===== src/rtl/ahb_arb_pkg.sv =====
`default_nettype none
// ============================================================================
// Module  : ahb_arb_pkg
// Purpose : Shared AHB-Lite encodings and the address-phase bundle used by
//           the two-master arbiter (ahb_lite_arb2) and its pending stage.
// Ports   : none (package)
// Revision: 1.0 - initial release
// ============================================================================
package ahb_arb_pkg;

  // Width of the stored address inside ahb_aphase_t. The top level casts
  // its AW-wide ports to and from this width.
  localparam int AHB_AW = 32;

  localparam logic [1:0] HTRANS_IDLE   = 2'b00;
  localparam logic [1:0] HTRANS_BUSY   = 2'b01;
  localparam logic [1:0] HTRANS_NONSEQ = 2'b10;
  localparam logic [1:0] HTRANS_SEQ    = 2'b11;

  localparam logic HRESP_OKAY  = 1'b0;
  localparam logic HRESP_ERROR = 1'b1;

  // Address-phase attributes of one transfer. HTRANS is not stored: every
  // transfer leaves the arbiter as NONSEQ.
  typedef struct packed {
    logic [AHB_AW-1:0] haddr;
    logic              hwrite;
    logic [2:0]        hsize;
    logic [3:0]        hprot;
  } ahb_aphase_t;

endpackage : ahb_arb_pkg
`default_nettype wire


===== src/rtl/ahb_arb_pend.sv =====
`default_nettype none
// ============================================================================
// Module  : ahb_arb_pend
// Purpose : One-entry pending stage for one master. Holds a request the
//           master handed off (it saw hready=1) that lost arbitration or met
//           a stalled slave, and presents either that entry or the live bus
//           as this master's candidate.
// Ports   : clk, rst     - clock, async active-high reset
//           live_req     - master presents a request that is sampled now
//           live         - master's live address phase
//           issue        - this master's candidate goes to the slave now
//           pend_v       - pending entry is occupied
//           cand_v/cand  - candidate valid / candidate address phase
// Revision: 1.0 - initial release
// ============================================================================
module ahb_arb_pend
  import ahb_arb_pkg::*;
(
  input  logic        clk,
  input  logic        rst,
  input  logic        live_req,
  input  ahb_aphase_t live,
  input  logic        issue,
  output logic        pend_v,
  output logic        cand_v,
  output ahb_aphase_t cand
);

  logic        r_pend_v;
  ahb_aphase_t r_pend;

  // live_req is gated by this master's hready, which is low while the entry
  // is occupied, so a live sample can never collide with a held one.
  always_ff @(posedge clk or posedge rst) begin
    if (rst) begin
      r_pend_v <= 1'b0;
      r_pend   <= '0;
    end else if (r_pend_v) begin
      if (issue) r_pend_v <= 1'b0;
    end else if (live_req && !issue) begin
      r_pend_v <= 1'b1;
      r_pend   <= live;
    end
  end

  assign pend_v = r_pend_v;
  assign cand_v = r_pend_v | live_req;
  assign cand   = r_pend_v ? r_pend : live;

endmodule : ahb_arb_pend
`default_nettype wire


===== src/rtl/ahb_lite_arb2.sv =====
`default_nettype none
// ============================================================================
// Module  : ahb_lite_arb2
// Purpose : Two-master AHB-Lite arbiter onto one AHB-Lite slave. Single
//           transfers, round-robin on ties, zero added latency when
//           uncontended; a losing master is held in a one-entry pending stage
//           and stalled through its hready.
// Ports   : clk, rst                  - clock, async active-high reset
//           m0_* / m1_*               - master address/data/response ports
//           s_*                       - slave-side AHB-Lite port
//           dph_owner                 - master owning the slave data phase
// Revision: 1.0 - initial release
// ============================================================================
module ahb_lite_arb2
  import ahb_arb_pkg::*;
#(
  parameter int AW = 32,
  parameter int DW = 32
) (
  input  logic          clk,
  input  logic          rst,
  input  logic [AW-1:0] m0_haddr,
  input  logic [1:0]    m0_htrans,
  input  logic          m0_hwrite,
  input  logic [2:0]    m0_hsize,
  input  logic [3:0]    m0_hprot,
  input  logic [DW-1:0] m0_hwdata,
  output logic          m0_hready,
  output logic          m0_hresp,
  output logic [DW-1:0] m0_hrdata,
  input  logic [AW-1:0] m1_haddr,
  input  logic [1:0]    m1_htrans,
  input  logic          m1_hwrite,
  input  logic [2:0]    m1_hsize,
  input  logic [3:0]    m1_hprot,
  input  logic [DW-1:0] m1_hwdata,
  output logic          m1_hready,
  output logic          m1_hresp,
  output logic [DW-1:0] m1_hrdata,
  output logic [AW-1:0] s_haddr,
  output logic [1:0]    s_htrans,
  output logic          s_hwrite,
  output logic [2:0]    s_hsize,
  output logic [3:0]    s_hprot,
  output logic [DW-1:0] s_hwdata,
  input  logic          s_hready,
  input  logic          s_hresp,
  input  logic [DW-1:0] s_hrdata,
  output logic          dph_owner
);

  logic        r_dph_v;
  logic        r_dph_owner;
  logic        r_rr_last;

  logic        w_live_req0, w_live_req1;
  logic        w_pend_v0, w_pend_v1;
  logic        w_cand_v0, w_cand_v1;
  ahb_aphase_t w_live0, w_live1, w_cand0, w_cand1, w_sel;
  logic        w_issue, w_winner;

  // HTRANS[1] is set for NONSEQ and SEQ, so SEQ is taken as a request too.
  assign w_live_req0 = m0_htrans[1] & m0_hready;
  assign w_live_req1 = m1_htrans[1] & m1_hready;

  // Addresses are carried at the package width; AW is expected to be <= it.
  assign w_live0 = '{haddr: AHB_AW'(m0_haddr), hwrite: m0_hwrite,
                     hsize: m0_hsize, hprot: m0_hprot};
  assign w_live1 = '{haddr: AHB_AW'(m1_haddr), hwrite: m1_hwrite,
                     hsize: m1_hsize, hprot: m1_hprot};

  // rst gates the issue term so the slave sees IDLE for the whole reset,
  // even if a master keeps presenting a request.
  assign w_issue  = ~rst & s_hready & (w_cand_v0 | w_cand_v1);
  assign w_winner = (w_cand_v0 & w_cand_v1) ? ~r_rr_last : w_cand_v1;

  ahb_arb_pend u_pend0 (
    .clk      (clk),
    .rst      (rst),
    .live_req (w_live_req0),
    .live     (w_live0),
    .issue    (w_issue & ~w_winner),
    .pend_v   (w_pend_v0),
    .cand_v   (w_cand_v0),
    .cand     (w_cand0)
  );

  ahb_arb_pend u_pend1 (
    .clk      (clk),
    .rst      (rst),
    .live_req (w_live_req1),
    .live     (w_live1),
    .issue    (w_issue & w_winner),
    .pend_v   (w_pend_v1),
    .cand_v   (w_cand_v1),
    .cand     (w_cand1)
  );

  always_ff @(posedge clk or posedge rst) begin
    if (rst) begin
      r_dph_v     <= 1'b0;
      r_dph_owner <= 1'b0;
      r_rr_last   <= 1'b1;   // M0 wins the first tie
    end else if (s_hready) begin
      if (w_issue) begin
        r_dph_v     <= 1'b1;
        r_dph_owner <= w_winner;
        r_rr_last   <= w_winner;
      end else begin
        r_dph_v     <= 1'b0;
      end
    end
  end

  assign w_sel    = w_winner ? w_cand1 : w_cand0;
  assign s_htrans = w_issue ? HTRANS_NONSEQ : HTRANS_IDLE;
  assign s_haddr  = AW'(w_sel.haddr);
  assign s_hwrite = w_sel.hwrite;
  assign s_hsize  = w_sel.hsize;
  assign s_hprot  = w_sel.hprot;
  assign s_hwdata = r_dph_owner ? m1_hwdata : m0_hwdata;

  // The data-phase owner follows the slave; a master with a held entry is
  // stalled; everyone else may present a new request.
  always_comb begin
    m0_hready = 1'b1;
    m1_hready = 1'b1;
    m0_hresp  = HRESP_OKAY;
    m1_hresp  = HRESP_OKAY;
    if (r_dph_v && !r_dph_owner) begin
      m0_hready = s_hready;
      m0_hresp  = s_hresp;
    end else if (w_pend_v0) begin
      m0_hready = 1'b0;
    end
    if (r_dph_v && r_dph_owner) begin
      m1_hready = s_hready;
      m1_hresp  = s_hresp;
    end else if (w_pend_v1) begin
      m1_hready = 1'b0;
    end
  end

  assign m0_hrdata = s_hrdata;
  assign m1_hrdata = s_hrdata;
  assign dph_owner = r_dph_owner;

endmodule : ahb_lite_arb2
`default_nettype wire

===== config.mk =====
export PLATFORM = sky130hd
export DESIGN_NAME = ahb_lite_arb2
export DESIGN_NICKNAME = d
export VERILOG_FILES = /design/src/rtl/ahb_arb_pkg.sv /design/src/rtl/ahb_arb_pend.sv /design/src/rtl/ahb_lite_arb2.sv
export SDC_FILE = /design/constraint.sdc
export NUM_CORES = 1
export LEC_CHECK = 0
export BUFFER_PORTS_ARGS = -buffer_cell sky130_fd_sc_hd__buf_4
export CORE_AREA = 8 8 121 123
export DETAILED_ROUTE_END_ITERATION = 12
export DIE_AREA = 0 0 129 131
export PLACE_DENSITY = 0.91
export SYNTH_ARGS = -nofsm -noshare
export SYNTH_HDL_FRONTEND = slang
export SYNTH_HIERARCHICAL = 1
export SYNTH_SLANG_ARGS = --single-unit

===== constraint.sdc =====
create_clock -name clk -period 4.25 [get_ports clk]
set_input_delay 0.2125 -clock clk [delete_from_list [all_inputs] [get_ports clk]]
set_output_delay 0.2125 -clock clk [all_outputs]
set_load 0.05 [all_outputs]

==> run metrics, run 1 <==
status=finished clean; Rel. slew slack=35.35%; Crit-path slowest cell=nor3b_4; Seq/Total Area, Yosys=37.15%; crit end category=flip-flop; Avg Inst Size Synth=12.87 sq um; DRT Pass-1 Iters=4; Filler cells=1056; Iteration-0 DRC Markers=121; critical-path cell list=nand2_1 > o211a_1 > or2_2 > a21boi_4 > nor2b_1 > nor3b_4 > buf_4 > mux2_2; pin count of the biggest net entering global routing=43; pwr dens=987.3 nW/um^2; VDD IR max=0.6774 mV; placed insts=762; Syn Std Cell Area=5729 sq um; hold depth=2; Core Rows=42; worst skew pair latency=0.33 ns; Async SR Flop Fraction=100.0%; delay-heaviest family, CP=simple AND/OR/NAND/NOR gates; RSZ-0062 raised after global routing=no; wl on met1=6955 um; Critical path buffers and inverters=1; commonest cells in the netlist=217 x mux2_2, 84 x dfrtp_1, 68 x buf_4; total of max-cap violations=0; detailed-route vias per instance=5.250; postcts setup bufs=0; TritonCTS Buffers=9; Fin Setup TNS=0 ns; final cell utilization of the core=57.11%; post-route DRC violation count=0; storage element area=2131 sq um; crit path time final=3.292 ns; Root Buffer=clkbuf_16; post-synthesis mux area share=46.19%; die area=16900 sq um; initial core utilization=44.50%; Final ANT Viol Nets=0; leading area contributor after synthesis=mux2_2; layout cell share with drive strength beyond 1=80.56%; Tcrit/Tclk final=77.46%; Worst Max-Slew Pin Slew=0.9684 ns; Finished Layout Cells=779; post-synth net total=629; critical path class=reg2reg; Routed WL per cell=23.70 um; RePlAce Congestion=0.8813; Synth Area in XOR/XNOR=0%; synth warn=6; crit path max fanout=27; post-synthesis compound-gate area fraction=1.441%; PnR worst setup slack=0.9581 ns; EDFF count, synth=0; Placed Area=6995 sq um; Syn Inst Count=445; commonest register cell after synthesis=dfrtp_1; FF-to-FF path depth=8; Simple-Gate Fraction of Synth Area=2.511%; die width=129 um; footprint of the multi-input gates=2877 sq um; distinct cell type count of the synthesized netlist=28; worst slack, placed=0.9778 ns; CP Data Required Time=4.46 ns; WP depth=8; gr usage total=21.27%; most common cell in the netlist=mux2_2; met3 wire length=1617 um; NumNets Final=782; Yosys reg bits=85; Power, Total=7.260 mW; max-slew violation count=0; GRT overflow=0; Clock Path Buffers=2; highest metal used=met5; Layout area overhead=28.35%; dpl hpwl=14570 um; HP Class=in2reg; vias in the first global route=4776; Clock Sinks=85; Vias=4090; first-pass GRT wire length=27120 um; Peak Freq=0.3038 GHz; Final Hold Viols=0; Worst EP arrival=3.50 ns; Buffers on Ports=227; core area=12870 sq um; post-synth top area share=42.65%; CP max stage delay=0.64 ns; clk slew on worst S/H paths=0.06 ns; height of the die=131 um; Hold Slack=0.1052 ns; met2 wire length=9405 um; Final Skew=0.006686 ns; initial antenna violation count=1; # setup viols final=0; Routed WL=18460 um; synth top area cells=mux2_2 43%, dfrtp_1 37%, buf_4 8.9%, mux2_4 2.4%, buf_6 2.4%; post-route cell area=7353 sq um; largest family of logic cells by synthesized area=multiplexers; CTS tree=built; adder-cell share of the synthesized area=0%; Leakage Power=3.388 nW; H-tree Lvls=3; I/O pin cnt=327; crit path launch type=flip-flop
-- cell type report --
class,instances,area share (%)
multi-input cells,263,39.12
flip-flops and latches,85,28.98
repair buffers,234,23.92
clock buffers,10,3.250
well taps,176,2.995
clock inverters,5,1.446
inverters,5,0.2552
diodes,1,0.03403
-- where the power goes --
part           total, mW  leakage, nW  internal, mW  switching [mW]
Combinational       4.89         2.21          2.05            2.84
Clock              0.904        0.165         0.589           0.315
Sequential          1.46         1.01          1.22           0.238
-- flip-flops by register name, indices dropped and copies added (netlist names) --
| name | cells |
|---|---|
| dph_owner | 1 |
| r_dph_v | 1 |
| r_rr_last | 1 |
| u_pend0/pend_v | 1 |
| u_pend0/r_pend | 40 |
| u_pend1/pend_v | 1 |
| u_pend1/r_pend | 40 |
-- placed cells by master, fill, tap and decap left out, drive strengths merged --
master       count
buf            233
mux2           232
dfrtp           84
clkbuf          10
inv              6
nor2             4
nor2b            4
nand2            3
bufinv           3
nor3b            3
nand2b           2
o22a             2
or2              2
diode            1
o22ai            1
and3b            1
a21boi           1
nand3b           1
a21bo            1
o21a             1
o211a            1
and3             1
a21oi            1
a211oi           1
conb             1
clkinvlp         1
dlygate4sd3      1
dfstp            1
-- path summary, 6_finish.rpt --
check | from | to | slack [ns]
setup / recovery | dph_owner | u_pend1/r_pend[4] | 0.96
hold / removal | m1_hprot[0] | u_pend1/r_pend[0] | 0.11
setup reg to reg | dph_owner | u_pend1/r_pend[4] | 0.96
hold reg to reg | u_pend1/r_pend[0] | u_pend1/r_pend[0] | 0.49
max in group asynchronous | rst | u_pend1/pend_v | 2.85
min in group asynchronous | rst | dph_owner | 0.38
-- what timing repair did --
action                                  CTS  global route
endpoints found under the setup margin    0             0
hold buffers                              1             0
resized for setup                         0             0
hold endpoints to repair                  3             0
-- worst reg2reg max path: stages (launching register included) --
cell	delay (ns)
dfrtp_1	0.62
nand2_1	0.13
o211a_1	0.25
or2_2	0.32
a21boi_4	0.16
nor2b_1	0.17
nor3b_4	0.64
buf_4	0.48
mux2_2	0.41
-- logic make-up (layout without fill, tap and decap cells) --
logic type / after synthesis / after routing
simple gates: 21 / 21
flops: 85 / 85
compound gates: 9 / 9
mux: 232 / 232
other cells: 1 / 2
buf+inv: 97 / 254
-- routing by layer --
layer  global-route usage (%)  vias to the layer above
li1                         -                     1818
met1                    23.51                     2024
met2                    37.47                      220
met3                    7.021                       26
met4                    6.565                        2
met5                    5.247                        -
Note: power is estimated with default switching activity, not from simulation.
==> run 2, diff against run 1 <==
--- a/config.mk
+++ b/config.mk
@@ -6,10 +6,10 @@
 export NUM_CORES = 1
 export LEC_CHECK = 0
 export BUFFER_PORTS_ARGS = -buffer_cell sky130_fd_sc_hd__buf_4
-export CORE_AREA = 8 8 121 123
+export CORE_MARGIN = 8
+export CORE_UTILIZATION = 41
 export DETAILED_ROUTE_END_ITERATION = 12
-export DIE_AREA = 0 0 129 131
-export PLACE_DENSITY = 0.91
+export PLACE_DENSITY = 0.87
 export SYNTH_ARGS = -nofsm -noshare
 export SYNTH_HDL_FRONTEND = slang
 export SYNTH_HIERARCHICAL = 1
==> constraint.sdc (replaced) <==
create_clock -name clk -period 2.7 [get_ports clk]
set_input_delay 0.135 -clock clk [delete_from_list [all_inputs] [get_ports clk]]
set_output_delay 0.135 -clock clk [all_outputs]
set_load 0.05 [all_outputs]
==> run 2 against run 1 <==
  * Worst setup slack worse by 0.89 ns
  * Hold slack worse by 0.085 ns
  * Clock power is 50% higher
  * First-iteration DRC count grew 14%
  * Clock-buffer cell count up 3
  * Core utilization fell by 2.3 points
  * Design area is 2.7% higher
  * Combinational power increased by 67%
  * Via count down 0.95%
  * Final cell count grew 1.7%
  * Sequential cell count unchanged
  * Clock skew decreased by 0.00077 ns
==> run metrics, run 2 (same netlist as run 1, synthesis figures left out) <==
status=finished clean; Hold Slack=0.02056 ns; Routed WL per cell=22.93 um; crit path launch type=flip-flop; layout cell share with drive strength beyond 1=81.54%; Buffers on Ports=227; crit path max fanout=11; gr usage total=19.03%; Worst EP arrival=2.49 ns; die area=18010 sq um; clk slew on worst S/H paths=0.06 ns; ANT cells=0; Clock Sinks=85; Leakage Power=3.472 nW; critical path class=reg2out; worst hold start=m1_hprot[0]; Clock Power Share=11.5%; total of max-cap violations=0; Layout area overhead=31.82%; CP Capture Point=s_haddr[12]; Iteration-0 DRC Markers=138; first-pass GRT wire length=26670 um; final cell utilization of the core=54.83%; core area=13770 sq um; pin count of the biggest net entering global routing=42; Top Registers=u_pend0/r_pend: 40 flops, u_pend1/r_pend: 40 flops; reg2reg setup slack=0.15 ns; pwr dens=1566 nW/um^2; GRT overflow=0; max-slew violation count=0; TritonCTS Buffers=9; Reg power frac=19.2%; RSZ-0062 raised after global routing=yes; Root Buffer=clkbuf_16; # setup viols final=0; Peak Freq=0.3803 GHz; detailed-route vias per instance=5.115; NetSw=5.481 mW; Vias=4051; CP Data Required Time=2.57 ns; crit end category=output port; RePlAce Congestion=0.8221; Pint=6.344 mW; I/O pin cnt=327; post-route DRC violation count=0; Final Hold Viols=0; Tcrit/Tclk final=97.38%; Clock Path Buffers=2; Final ANT Viol Nets=0; DRT Pass-1 Iters=4; CTS tree=built; Worst Max-Slew Pin Slew=0.9696 ns; height of the die=134.2 um; FF-to-FF path depth=8; most frequent cells in the layout=224 x buf_4, 217 x mux2_2, 80 x dfrtp_1, 14 x buf_6, 11 x clkbuf_16; Sw Ratio=46.35%; R2R Path End=u_pend1/r_pend[16]; Worst Setup SP=dph_owner; Core Rows=43; vias in the first global route=4616; HP Class=in2reg; Routed WL=18160 um; initial core utilization=41.60%; VDD IR max=0.8695 mV; H-tree Lvls=3; NumNets Final=791; commonest non-fill, non-tap cell in the layout=buf_4; dpl hpwl=13970 um; logic gate share of total power=69.2%; crit path time final=2.629 ns; RR Startpoint=dph_owner; Final Skew=0.005919 ns; Rel. slew slack=35.26%; worst skew pair latency=0.34 ns; die width=134.2 um; initial antenna violation count=0
[run 2: what timing repair did]
| item | 4_1_cts | 5_1_grt |
|---|---|---|
| resized for setup | 4 | 18 |
| endpoints found under the hold margin | 3 | 0 |
| hold buffers | 1 | 0 |
| gates cloned | 0 | 2 |
| endpoints found under the setup margin | 29 | 53 |
| pin swaps | 0 | 0 |
| buffers inserted | 0 | 1 |
[run 2: stage by stage]
| stage | power [mW] | worst slack (ns) | instance area, sq um | cells | setup TNS, ns |
|---|---|---|---|---|---|
| floorplan | 8.446 | -0.002501 | 5751 | 445 | -0.06367 |
| global placement | 9.908 | 0.2393 | 7072 | 772 | 0 |
| detailed placement | 10.14 | 0.1707 | 7072 | 772 | 0 |
| CTS | 11.57 | 0.03391 | 7427 | 789 | 0 |
| global route | 12.32 | -0.04714 | 7552 | 792 | -0.6684 |
| finish | 11.83 | 0.07069 | 7552 | 792 | 0 |
[run 2: power by group through the flow]
stage	Clock, mW	Sequential (mW)	Combinational, mW
after floorplan	0	2.18	6.27
after global placement	0	2.21	7.69
after detailed placement	0	2.28	7.86
after CTS	1.39	2.26	7.93
after global routing	1.44	2.35	8.52
final	1.36	2.28	8.19
[run 2: critical path, stage by stage, from the launching register on]
cell and delay [ns]:
dfrtp_2 0.45, nor3b_4 0.22, a211oi_2 0.08, or2_4 0.27, a21boi_4 0.34, buf_6 0.24
mux2_2 0.36, buf_4 0.19
[run 2: how the worst min path moves through the flow]
stage | to | slack [ns] | cells past startpoint
2_1_floorplan | r_dph_v | -0.11 | 1
3_3_place_gp | r_dph_v | 0.04 | 2
3_5_place_dp | r_dph_v | 0.06 | 2
4_1_cts | u_pend1/r_pend[0] | 0.004 | 2
5_1_grt | u_pend1/r_pend[0] | 0.01 | 2
6_report | u_pend1/r_pend[0] | 0.02 | 2
[run 2: final cells by class]
type | count | area (sq um)
well taps | 180 | 225.2
multi-input cells | 263 | 2908
clock inverters | 3 | 67.56
inverters | 5 | 18.77
repair buffers | 243 | 1939
flip-flops and latches | 85 | 2133
fillers | 1189 | 6221
clock buffers | 13 | 260.3
[run 2: per-layer routing]
layer  global-route usage, %  vias up  wire, um
met5                  0.5831        -         0
met4                   6.114        0       254
met3                   7.105       19      1586
met2                   33.84      182      9592
met1                   20.32     2007      6723
li1                        -     1843         -
==> run 3, diff against run 2 <==
--- a/config.mk
+++ b/config.mk
@@ -6,10 +6,10 @@
 export NUM_CORES = 1
 export LEC_CHECK = 0
 export BUFFER_PORTS_ARGS = -buffer_cell sky130_fd_sc_hd__buf_4
-export CORE_MARGIN = 8
-export CORE_UTILIZATION = 41
+export CORE_UTILIZATION = 29
 export DETAILED_ROUTE_END_ITERATION = 12
-export PLACE_DENSITY = 0.87
+export HOLD_SLACK_MARGIN = 0.12
+export PLACE_DENSITY = 0.68
 export SYNTH_ARGS = -nofsm -noshare
 export SYNTH_HDL_FRONTEND = slang
 export SYNTH_HIERARCHICAL = 1
==> run 3 against run 2 <==
  * Worst setup slack improved by 0.068 ns
  * Via count is 7.9% higher
  * Design area grew 14%
  * Sequential share of layout area down 3.5 points
  * Power grew 2.5%
  * Critical path depth increased by 1
  * Die area increased by 13%
  * Wire length increased by 0.61%
  * Critical path type unchanged
==> run metrics, run 3 (same netlist as run 1, synthesis figures left out) <==
logic gate share of total power=70.1%; storage element area=2133 sq um; Final Skew=0.01036 ns; post-route cell area=8603 sq um; pin count of the biggest net entering global routing=30; Vias=4372; vias in the first global route=4413; Crit-path slowest cell=dfrtp_2; Finished Layout Cells=967; initial antenna violation count=0; DRT Pass-1 Iters=4; VDD IR max=1.019 mV; total of max-cap violations=0; commonest non-fill, non-tap cell in the layout=buf_4; worst skew pair latency=0.34 ns; crit path max fanout=9; detailed-route vias per instance=4.521; hold depth=3; CTS tree=built; worst hold start=s_hready; Top Registers=u_pend0/r_pend: 40 flops, u_pend1/r_pend: 40 flops; crit end category=output port; Root Buffer=clkbuf_16; HP Class=in2reg; dpl hpwl=12560 um; most frequent CP cell=buf_4; Clock Sinks=85; Peak Freq=0.3904 GHz; RSZ-0062 raised after global routing=no; ANT cells=0; crit path time final=2.561 ns; Final ANT Viol Nets=0; Reg power frac=18.6%; CP max stage delay=0.45 ns; Layout area overhead=50.16%; critical-path cell list=nor3b_2 > a211oi_1 > or2_4 > a21boi_4 > buf_4 > buf_12 > mux2_2 > buf_4; most frequent cells in the layout=225 x buf_4, 217 x mux2_2, 82 x dlygate4sd3_1, 80 x dfrtp_1, 17 x buf_6; critical path class=reg2out; crit path launch type=flip-flop; Filler cells=1832; Clock Path Buffers=2; Hold Slack=0.2167 ns; Critical path buffers and inverters=3; Worst Max-Slew Pin Slew=0.7473 ns; I/O pin cnt=327; Placed Area=7251 sq um; Fin Setup TNS=0 ns; reg2reg setup slack=0.31 ns; NumNets Final=881; layout cell share with drive strength beyond 1=72.36%; Clock Power Share=11.3%; die width=142.6 um; Routed WL=18270 um; placed insts=860; Hold Crit Endpoint=dph_owner; initial core utilization=29.53%; Final Hold Viols=0; Rel. slew slack=50.11%; Buffers on Ports=227; delay-heaviest family, CP=buffers and inverters; Leakage Power=3.869 nW; gr usage total=16.77%; die area=20320 sq um; GRT overflow=0; Power, Total=12.12 mW; first-pass GRT wire length=24970 um; clk slew on worst S/H paths=0.06 ns; core area=19400 sq um; Worst EP arrival=2.43 ns; RR Startpoint=dph_owner; NetSw=5.546 mW; TritonCTS Buffers=9; RePlAce Congestion=0.7593; Routed WL per cell=18.89 um; Sw Ratio=45.75%; footprint of the multi-input gates=2897 sq um; max-slew violation count=0; H-tree Lvls=3; FF-to-FF path depth=8; status=finished clean; R2R Path End=u_pend1/r_pend[19]; Core Rows=51; Tcrit/Tclk final=94.87%; # setup viols final=0; pwr dens=1409 nW/um^2; CP Data Required Time=2.57 ns; Pint=6.577 mW; Iteration-0 DRC Markers=82; post-route DRC violation count=0; height of the die=142.6 um
## run 3: cell count changes in the layout (fill, tap and decap cells not counted)
cell           previous run  this run
clkinvlp_4                1         2
nor3b_2                   0         1
a211oi_1                  0         1
buf_12                    2         6
buf_6                    14        17
clkinv_4                  0         1
buf_4                   224       225
dlygate4sd3_1             1        82
clkbuf_16                11        12
a211oi_2                  1         0
nor3b_4                   3         2
clkbuf_8                  2         1
clkbuf_1                  2         1
## run 3: area by class of cell
cell class	instances	area share (%)
clock buffer	11	2.821
clock inverter	5	0.9744
inverter	5	0.2182
multi-input combinational	263	33.67
sequential	85	24.80
tap	265	3.854
timing repair buffer	333	33.67
## run 3: worst min-delay path, cell delays in order
cell      delay [ns]
buf_4           0.14
nand3b_1        0.12
o22a_1          0.12
## run 3: through the flow
stage,setup slack (ns),utilization [%]
after detailed placement,0.2167,37.38
after global placement,0.2730,37.38
after CTS,0.01005,43.36
after global routing,0.05789,44.35
final,0.1385,44.35
after floorplan,-0.002501,-
## run 3: routing by layer
metal / track usage, % / vias up / share of wire [%]
li1: - / 2019 / -
met2: 29.88 / 216 / 50
met1: 19.14 / 2117 / 41
met3: 4.711 / 20 / 7.6
met5: 0 / - / 0
met4: 5.716 / 0 / 1.5
## run 3: worst max path at each step
stage,startpoint,end,slack [ns],cells after the start
final,dph_owner,s_hsize[2],0.14,8
after global routing,dph_owner,s_hsize[2],0.06,8
after CTS,r_dph_v,s_haddr[11],0.01,7
after detailed placement,r_dph_v,s_hwrite,0.22,7
after global placement,r_dph_v,s_hwrite,0.27,7
after floorplan,dph_owner,u_pend1/r_pend[2],-0.003,11
## run 3: what timing repair did
action / in CTS / in global routing
cloned: 0 / 5
hold buffers: 82 / 0
pin swaps: 0 / 3
setup buffers: 0 / 4
resized for setup: 3 / 18
endpoints found under the hold margin: 123 / 0
setup endpoints to repair: 33 / 40
## run 3: power groups by stage
| stage | clock network [mW] | registers [mW] | logic, mW |
|---|---|---|---|
| 2_1_floorplan | 0 | 2.18 | 6.27 |
| 3_3_place_gp | 0 | 2.23 | 7.84 |
| 3_5_place_dp | 0 | 2.26 | 7.89 |
| 4_1_cts | 1.41 | 2.24 | 8.03 |
| 5_1_grt | 1.47 | 2.32 | 8.89 |
| 6_report | 1.37 | 2.25 | 8.50 |
